--- src/rtl/decode_issue_ctrl.sv ---
// ---------------------------------------------------------------------------
// decode_issue_ctrl
//
// Purpose:
//    Issue controller between fetch and the decode/register-file stage of the
//    RV32I core. Holds one fetched instruction, keeps a per-register busy
//    scoreboard of pending writes plus an in-flight write counter, and only
//    issues when there is no RAW/WAW hazard and the in-flight limit allows it.
//    FENCE/SYSTEM instructions wait until every outstanding write has drained.
//
// Ports:
//    clk               clock
//    rstn              synchronous active-low reset
//    i_fetch_valid     fetched instruction valid
//    o_fetch_ready     controller accepts an instruction this cycle
//    i_fetch_instr     fetched instruction
//    o_issue_valid     held instruction is issuable
//    i_issue_ready     downstream accepts the issue
//    o_issue_instr     held instruction
//    o_issue_rs1_raddr rs1 field of the held instruction
//    o_issue_rs2_raddr rs2 field of the held instruction
//    o_issue_rd_waddr  rd field of the held instruction
//    o_issue_rd_we     held instruction writes a non-zero rd
//    i_wb_valid        a writeback occurs this cycle
//    i_wb_rd_waddr     register being written back
//    i_flush           discard the held (unissued) instruction
//    o_stall           an instruction is held but not issuing
//    o_inflight        outstanding register-write count
//
// Optional feature:
//    DIC_WB_BYPASS_EN  when defined, a writeback in the current cycle is
//                      already visible to the hazard, in-flight-limit and
//                      drain checks, removing one stall cycle.
// ---------------------------------------------------------------------------
module decode_issue_ctrl #(
    parameter int XLEN         = 32,
    parameter int MAX_INFLIGHT = 4
) (
    input  logic            clk,
    input  logic            rstn,
    input  logic            i_fetch_valid,
    output logic            o_fetch_ready,
    input  logic [XLEN-1:0] i_fetch_instr,
    output logic            o_issue_valid,
    input  logic            i_issue_ready,
    output logic [XLEN-1:0] o_issue_instr,
    output logic [4:0]      o_issue_rs1_raddr,
    output logic [4:0]      o_issue_rs2_raddr,
    output logic [4:0]      o_issue_rd_waddr,
    output logic            o_issue_rd_we,
    input  logic            i_wb_valid,
    input  logic [4:0]      i_wb_rd_waddr,
    input  logic            i_flush,
    output logic            o_stall,
    output logic [3:0]      o_inflight
);

    localparam logic [1:0] StEmpty  = 2'd0;
    localparam logic [1:0] StPend   = 2'd1;
    localparam logic [1:0] StSerial = 2'd2;

    localparam logic [3:0] MaxCount = 4'(MAX_INFLIGHT);

    localparam logic [6:0] OpLui    = 7'b0110111;
    localparam logic [6:0] OpAuipc  = 7'b0010111;
    localparam logic [6:0] OpJal    = 7'b1101111;
    localparam logic [6:0] OpReg    = 7'b0110011;
    localparam logic [6:0] OpStore  = 7'b0100011;
    localparam logic [6:0] OpBranch = 7'b1100011;
    localparam logic [6:0] OpFence  = 7'b0001111;
    localparam logic [6:0] OpSystem = 7'b1110011;

    logic [1:0]      state_q, state_d;
    logic [XLEN-1:0] instr_q, instr_d;
    logic [31:0]     busy_q, busy_d;
    logic [3:0]      inflight_q, inflight_d;

    logic [6:0]  opcode;
    logic [4:0]  rs1Addr, rs2Addr, rdAddr;
    logic        rs1Used, rs2Used, rdWe;
    logic        fetchSerial;
    logic [31:0] busyEff;
    logic [3:0]  countEff;
    logic        hazard, canIssue, issueFire, fetchFire;

    // Field decode of the held instruction: which register fields are
    // actually read or written depends only on the major opcode.
    always_comb begin
        opcode  = instr_q[6:0];
        rs1Addr = instr_q[19:15];
        rs2Addr = instr_q[24:20];
        rdAddr  = instr_q[11:7];
        rs1Used = !(opcode == OpLui || opcode == OpAuipc || opcode == OpJal);
        rs2Used = (opcode == OpReg) || (opcode == OpStore) || (opcode == OpBranch);
        rdWe    = !(opcode == OpStore || opcode == OpBranch || opcode == OpFence)
                  && (rdAddr != 5'd0);
        fetchSerial = (i_fetch_instr[6:0] == OpFence) || (i_fetch_instr[6:0] == OpSystem);
    end

    // Busy bits and count as seen by the issue checks. With the bypass the
    // writeback landing this cycle is already folded in.
    always_comb begin
        busyEff  = busy_q;
        countEff = inflight_q;
`ifdef DIC_WB_BYPASS_EN
        if (i_wb_valid) begin
            busyEff[i_wb_rd_waddr] = 1'b0;
            if (inflight_q != 4'd0) begin
                countEff = inflight_q - 4'd1;
            end
        end
`endif
    end

    // Issue decision. A flush withdraws the offer so the handshake cannot
    // complete in the same cycle the instruction is discarded.
    always_comb begin
        hazard = (rs1Used && rs1Addr != 5'd0 && busyEff[rs1Addr])
              || (rs2Used && rs2Addr != 5'd0 && busyEff[rs2Addr])
              || (rdWe && busyEff[rdAddr]);
        canIssue = 1'b0;
        if (state_q == StPend) begin
            canIssue = !hazard && (!rdWe || (countEff < MaxCount));
        end else if (state_q == StSerial) begin
            canIssue = !hazard && (countEff == 4'd0);
        end
        o_issue_valid = canIssue && !i_flush;
        issueFire     = o_issue_valid && i_issue_ready;
        o_fetch_ready = !i_flush && ((state_q == StEmpty) || issueFire);
        fetchFire     = i_fetch_valid && o_fetch_ready;
        o_stall       = (state_q != StEmpty) && !issueFire;
    end

    // Next state and held instruction. Accepting a new instruction while the
    // old one issues gives back-to-back issue with no empty bubble.
    always_comb begin
        state_d = state_q;
        instr_d = instr_q;
        if (i_flush) begin
            state_d = StEmpty;
        end else if (fetchFire) begin
            state_d = fetchSerial ? StSerial : StPend;
            instr_d = i_fetch_instr;
        end else if (issueFire) begin
            state_d = StEmpty;
        end
    end

    // Scoreboard and counter update. The set is applied after the clear so
    // an issue and a writeback to the same register leave it busy.
    always_comb begin
        busy_d = busy_q;
        if (i_wb_valid) begin
            busy_d[i_wb_rd_waddr] = 1'b0;
        end
        if (issueFire && rdWe) begin
            busy_d[rdAddr] = 1'b1;
        end
        busy_d[0] = 1'b0;

        inflight_d = inflight_q;
        if ((issueFire && rdWe) && !(i_wb_valid && inflight_q != 4'd0)) begin
            inflight_d = inflight_q + 4'd1;
        end else if (!(issueFire && rdWe) && (i_wb_valid && inflight_q != 4'd0)) begin
            inflight_d = inflight_q - 4'd1;
        end
    end

    // State registers with synchronous active-low reset.
    always_ff @(posedge clk) begin
        if (!rstn) begin
            state_q    <= StEmpty;
            instr_q    <= '0;
            busy_q     <= '0;
            inflight_q <= '0;
        end else begin
            state_q    <= state_d;
            instr_q    <= instr_d;
            busy_q     <= busy_d;
            inflight_q <= inflight_d;
        end
    end

    assign o_issue_instr     = instr_q;
    assign o_issue_rs1_raddr = rs1Addr;
    assign o_issue_rs2_raddr = rs2Addr;
    assign o_issue_rd_waddr  = rdAddr;
    assign o_issue_rd_we     = rdWe;
    assign o_inflight        = inflight_q;

endmodule

--- config.mk ---
export PLATFORM = sky130hd
export DESIGN_NAME = decode_issue_ctrl
export DESIGN_NICKNAME = d
export VERILOG_FILES = /design/src/rtl/decode_issue_ctrl.sv
export SDC_FILE = /design/constraint.sdc
export NUM_CORES = 1
export LEC_CHECK = 0
export CORE_MARGIN = 3
export CORE_UTILIZATION = 53
export CTS_BUF_LIST = sky130_fd_sc_hd__clkbuf_4
export CTS_CLUSTER_DIAMETER = 100
export CTS_CLUSTER_SIZE = 10
export DETAILED_ROUTE_END_ITERATION = 6
export PLACE_DENSITY = 0.92
export SLEW_MARGIN = 20
export SYNTH_ARGS = -nofsm -noshare
export SYNTH_HDL_FRONTEND = slang
export SYNTH_SLANG_ARGS = --single-unit
--- constraint.sdc ---
create_clock -name clk -period 3.7 [get_ports clk]
set_input_delay 0.555 -clock clk [delete_from_list [all_inputs] [get_ports clk]]
set_output_delay 0.555 -clock clk [all_outputs]
set_load 0.01 [all_outputs]
==> impl_metrics.yaml, run 1 <==
status:
  run_status: "finished, final reports clean"
global_routing:
  grt_pass1_vias: 4286
  overflow: 0
  grt_pass1_wl_um: 21700
  grt_start_max_net_pins: 31
  grt.total_usage_pct: 27.9
  antenna_found_initial: 0
floorplan:
  pin_count: 98
  die_y_um: 97.8
  die_area_um2: 9560
  coreArea_um2: 7970
  row_count: 32
  die_width_um: 97.8
  initial_core_util_pct: 56.0
placed_design:
  place_congestion: 0.978
  io_buffers: 97
  dpl.hpwl_um: 10000
timing:
  worst-slew-pin-transition_ns: 1.02
  hold_violations: 0
  finalSetupViolations: 0
  rsz0062_at_grt: "yes"
  fmax_mhz: 284
  fin_setup_tns_ns: 0
  fin_skew_ns: 0.0162
  timing.final.crit_share_pct: 95.1
  fin_crit_ns: 3.52
  relSlewSlack_pct: 31.8
  drv_slew: 0
logic_synthesis:
  synth_area_um2: 4460
  synth_top_area_cell: "dfxtp_1"
  synth_edf_count: 0
  synth_top_cells_by_area: "dfxtp_1, mux2i_1, nand2_1, o211ai_1, o21ai_0"
  synth_flop_cell: "dfxtp_1"
  ys_seq_area_share_pct: 30.9
  async_flop_share_pct: 0
  yosysWarnings: 0
  netlist_instances: 495
  synth_seq_cells: 69
  synthesis.nets: 542
  yosysUniqueCellTypes: 65
  postSynthAreaPerCell_um2: 9.02
  synth_top_area_share_pct: 30.9
worst_setup_path:
  worstPathMaxFanout: 7
  start_kind: "flip-flop"
  reg2reg_slack_ns: 0.20
  r2r_end: "o_inflight[3]"
  cp.required_ns: 3.14
  r2r-start: "o_issue_instr[17]"
  crit_type: "flip-flop to primary output"
  setup.worst_path.end_class: "primary output"
  critPathArrivalTime_ns: 2.96
  worstRegToRegCells: 15
clock_tree:
  htreeDepth: 3
  clkSlewWorstSetupHoldPaths_ns: 0.12
  clock_sinks: 69
  cts_buffers: 9
  cts_tree: "done"
  cts-root-buf: "clkbuf_4"
  max-clock-path-buffers: 2
  insertion_delay_ns: 0.44
  cts_hold_buffers: 0
route:
  wl_per_cell_um: 19.5
  via_count: 4312
  via_per_inst: 6.21
  remaining_drc_errors: 0
  drt_iter0_drc: 288
  drt_wl_total_um: 13500
  drtPass1Iterations: 5
  postRouteAntennaNets: 0
min_path:
  hold_start: "o_issue_instr[30]"
  min_to: "o_issue_instr[30]"
  hp-class: "flip-flop to flip-flop"
  whs_path_depth: 2
layout:
  fin_util_pct: 70.6
  area_growth_pct: 26.0
  drive_above_1_share_pct: 16.2
  diodes: 0
  layout.nets: 635
power_and_ir_drop:
  power.density_nw_per_um2: 351
  p_leak_nw: 2.09
  ir_drop_mv: 0.218
flow_run:
  maxCapViolCount: 0
-- power breakdown --
part           total, mW  leakage, nW  switching (mW)  internal [mW]
registers          0.844        0.564          0.0608          0.783
logic              0.563         1.45           0.257          0.306
clock network      0.567       0.0780           0.298          0.270
total               1.97         2.09           0.616           1.36
-- stage by stage --
step,worst slack [ns],hold WS [ns],cell area [um^2],cells,total power [mW]
2_1_floorplan,0.274,0.477,4460,495,1.19
3_3_place_gp,0.165,0.443,5360,672,1.38
3_5_place_dp,0.0392,0.454,5360,672,1.40
4_1_cts,0.00910,0.471,5520,687,1.96
5_1_grt,0.0000790,0.491,5620,694,2.06
6_report,0.181,0.468,5620,694,1.97
-- per-layer routing --
layer  vias to the layer above  share of wire, %  track usage, %
met2                       217                50            47.5
met4                         0               2.7            8.84
met1                      2058                40            35.0
li1                       1996                 -               -
met5                         -                 0               0
met3                        41               7.4            6.43
-- registers in the layout, summed over array words and instances (netlist names) --
register,count
o_inflight,4
state_q,2
o_issue_instr,32
busyEff,31
-- how the worst max path moves through the flow --
stage	cells past startpoint	start	endpoint	slack, ns
5_1_grt	15	o_issue_instr[7]	o_inflight[3]	0.00008
3_3_place_gp	14	o_issue_instr[22]	o_inflight[3]	0.17
2_1_floorplan	15	o_issue_instr[7]	o_inflight[3]	0.27
6_report	8	o_issue_instr[21]	o_stall	0.18
3_5_place_dp	14	o_issue_instr[22]	o_inflight[3]	0.04
4_1_cts	9	o_issue_instr[16]	o_fetch_ready	0.009
-- cells in the mapped netlist, types with 4 or more instances --
library cell,instances
a21boi_0,4
a21oi_1,5
a31oi_1,6
buf_2,4
buf_4,17
buf_6,9
clkbuf_1,9
dfxtp_1,69
dlygate4sd3_1,5
inv_1,7
mux2_2,8
mux2i_1,60
mux4_2,7
nand2_1,83
nand3_1,15
nand3b_1,8
nand4_1,6
nor2_1,15
nor2b_1,11
nor3b_1,4
nor4_1,4
o211ai_1,30
o21ai_0,34
or3b_2,4
-- area by class of cell --
type / instances / area (um^2)
flip-flops and latches: 69 / 1400
well taps: 102 / 128
clock inverters: 6 / 88.8
inverters: 7 / 26.3
repair buffers: 131 / 1240
multi-input cells: 370 / 2670
fillers: 655 / 2340
clock buffers: 9 / 67.6
-- logic make-up (layout without fill, tap and decap cells) --
kind of cell             count (synthesis)  count (layout)  share of synthesized area [%]
AO/OA/AOI/OAI                          110             110                           17.2
XOR/XNOR                                 3               3                          0.589
adder cells (fa/ha/maj)                  4               4                           1.29
buffers and inverters                   56             153                           9.98
flip-flops                              69              69                           30.9
multiplexers                            75              75                           19.0
AND/OR/NAND/NOR                        178             178                           21.0
-- layout by cell type (no fill, tap or decap), types with 9 or more instances in the layout --
cell / n
nor2_1: 15
o21ai_0: 34
dfxtp_1: 62
nor2b_1: 10
buf_4: 32
mux2i_1: 60
clkbuf_4: 9
o211ai_1: 30
nand2_1: 83
nand3_1: 15
clkdlybuf4s50_1: 95
-- critical path, stage by stage (launching register included) --
cell	delay [ns]
dfxtp_1	0.43
buf_4	0.23
mux2i_1	0.42
a22oi_1	0.15
and4b_1	0.24
a311oi_2	0.22
and4b_2	0.30
nor2_1	0.06
clkdlybuf4s50_1	0.49
-- timing repair --
action	in CTS	in global routing
buffers inserted	0	7
gates cloned	0	0
pin swaps	0	4
setup endpoints to repair	1	3
resized for setup	3	17
Note: power is estimated with default switching activity, not from simulation.
==> run 2: changes to the inputs <==
ABC_AREA = 1   (was not set)
CORE_UTILIZATION = 54   (was 53)
PLACE_DENSITY = not set   (was 0.92)
PLACE_DENSITY_LB_ADDON = 0.25   (was not set)
==> impl_metrics.yaml, run 2 <==
logic_synthesis:
  postSynthAreaPerCell_um2: 5.95
  synth_top_area_cell: "dfxtp_1"
  synth_flop_cell: "dfxtp_1"
  yosysWarnings: 0
  async_flop_share_pct: 0
  synth_edf_count: 0
  netlist_instances: 825
  synth_area_um2: 4910
  synth_seq_cells: 69
  synthesis.nets: 872
  synth_top_cells_by_area: "dfxtp_1, nand2_1, inv_1, nand3_1, nor2_1"
  synth_most_common_cell: "nand2_1"
  ys_seq_area_share_pct: 28.1
  synth_commonest_cells: "nand2_1, inv_1, nor2_1"
  yosysUniqueCellTypes: 34
  synth_top_area_share_pct: 28.1
placed_design:
  dpl.hpwl_um: 11000
  place_congestion: 0.976
  place_area_um2: 5730
  io_buffers: 97
worst_setup_path:
  critPathArrivalTime_ns: 2.78
  worstPathMaxFanout: 13
  crit_type: "flip-flop to primary output"
  setup.worst_path.end_class: "primary output"
  start_kind: "flip-flop"
  cp.required_ns: 3.14
layout:
  diodes: 0
  final_common_cell: "nand2_1"
  layout.nets: 939
  largest_register_ffs: 32
  drive_above_1_share_pct: 8.14
  nFillCells: 852
  area_growth_pct: 19.6
  final_cell_area_um2: 5870
  layout_common_cells: "nand2_1, inv_1, clkdlybuf4s50_1"
global_routing:
  grt_pass1_vias: 5066
  grt_pass1_wl_um: 24300
  grt_start_max_net_pins: 36
  grt.total_usage_pct: 29.8
  antenna_found_initial: 0
  overflow: 0
min_path:
  hp-class: "flip-flop to flip-flop"
clock_tree:
  cts-root-buf: "clkbuf_4"
  cts_buffers: 9
  post_cts_buffers: 0
  cts_resized: 0
  clock_sinks: 69
  cts_hold_buffers: 0
  max-clock-path-buffers: 2
  clkSlewWorstSetupHoldPaths_ns: 0.13
  cts_tree: "done"
  insertion_delay_ns: 0.43
  htreeDepth: 3
timing:
  timing.final.crit_share_pct: 90.1
  fin_skew_ns: 0.0181
  fmax_mhz: 300
  fin_setup_tns_ns: 0
  worst-slew-pin-transition_ns: 0.518
  hold_violations: 0
  finalSetupViolations: 0
  relSlewSlack_pct: 65.5
  rsz0062_at_grt: "no"
  fin_crit_ns: 3.33
  drv_slew: 0
floorplan:
  coreArea_um2: 8760
  pin_count: 98
  die_width_um: 101
  row_count: 34
  die_area_um2: 10300
  die_y_um: 101
  initial_core_util_pct: 56.0
route:
  drt_iter0_drc: 307
  postRouteAntennaNets: 0
  remaining_drc_errors: 0
  wl_per_cell_um: 14.7
  via_per_inst: 5.33
  drt_wl_total_um: 14800
  drtPass1Iterations: 5
  via_count: 5352
power_and_ir_drop:
  ir_drop_mv: 0.316
  power.density_nw_per_um2: 331
  p_leak_nw: 2.62
status:
  run_status: "finished, final reports clean"
flow_run:
  maxCapViolCount: 0
run 2: cell types whose count changed after synthesis, sizes merged, moves of 30 or more:
cell    before  now
nand2       83  267
inv          7  145
nor2        15   80
mux2i       60    0
nand3       15   66
a21oi        6   39
o211ai      30    0
run 2: worst max-delay path, stage by stage (launching register included):
cell	delay (ns)
dfxtp_1	0.53
buf_4	0.26
nand2_1	0.08
nand2_1	0.07
nand2_1	0.04
nand2_1	0.07
nand2_1	0.04
nand2_1	0.06
nor2_1	0.04
nand2_1	0.08
nand2_1	0.05
nand2_1	0.08
nand4_2	0.16
nand2_4	0.09
inv_1	0.05
nor2_1	0.09
clkdlybuf4s50_1	0.54
run 2: path summary, 6_finish.rpt:
| kind | startpoint | endpoint | slack, ns | depth (start not counted) |
|---|---|---|---|---|
| worst min-delay path | state_q[1] | state_q[1] | 0.49 | 2 |
| worst max-delay path | o_issue_instr[7] | o_fetch_ready | 0.37 | 16 |
| worst max register to register | o_issue_instr[7] | o_inflight[3] | 0.47 | 22 |
| worst min register to register | state_q[1] | state_q[1] | 0.49 | 2 |
run 2: cell families (layout without fill, tap and decap cells):
family | Yosys count | in the layout | share of synthesized area, %
XOR/XNOR | 4 | 4 | 0.714
AND/OR/NAND/NOR | 466 | 466 | 41.1
AO/OA/AOI/OAI | 81 | 81 | 9.99
flip-flops | 69 | 69 | 28.1
buffers and inverters | 201 | 273 | 18.9
adder cells (fa/ha/maj) | 4 | 4 | 1.17
run 2: stage by stage:
stage	total power [mW]	util (%)	std cells	hold WS, ns	setup WS, ns
floorplan	1.23	-	825	0.450	0.546
global placement	1.44	65.4	989	0.460	0.683
detailed placement	1.45	65.4	989	0.469	0.542
CTS	1.95	66.9	1005	0.486	0.339
global route	2.07	66.9	1005	0.544	0.0740
finish	1.94	66.9	1005	0.488	0.366
run 2: where the power goes:
group          switching, mW  internal [mW]  leakage [nW]
logic                  0.337          0.269          1.99
registers             0.0516          0.785         0.563
clock network          0.298          0.201        0.0654
run 2: cell type report:
type / count / area, um^2 / area share (%)
Sequential cell: 69 / 1380 / 23.5
Clock buffer: 9 / 67.6 / 1.15
Inverter: 148 / 556 / 9.47
Tap cell: 108 / 135 / 2.30
Timing Repair Buffer: 109 / 1060 / 18.1
Clock inverter: 7 / 66.3 / 1.13
Multi-Input combinational cell: 555 / 2600 / 44.3
run 2: metal layers:
layer | track usage [%] | share of wire [%] | vias to the layer above | wire (um)
li1 | - | - | 2669 | -
met1 | 39.1 | 43 | 2456 | 6350
met2 | 49.3 | 48 | 189 | 7040
met3 | 4.75 | 6.6 | 38 | 975
met4 | 11.3 | 2.9 | 0 | 432
met5 | 0 | 0 | - | 0
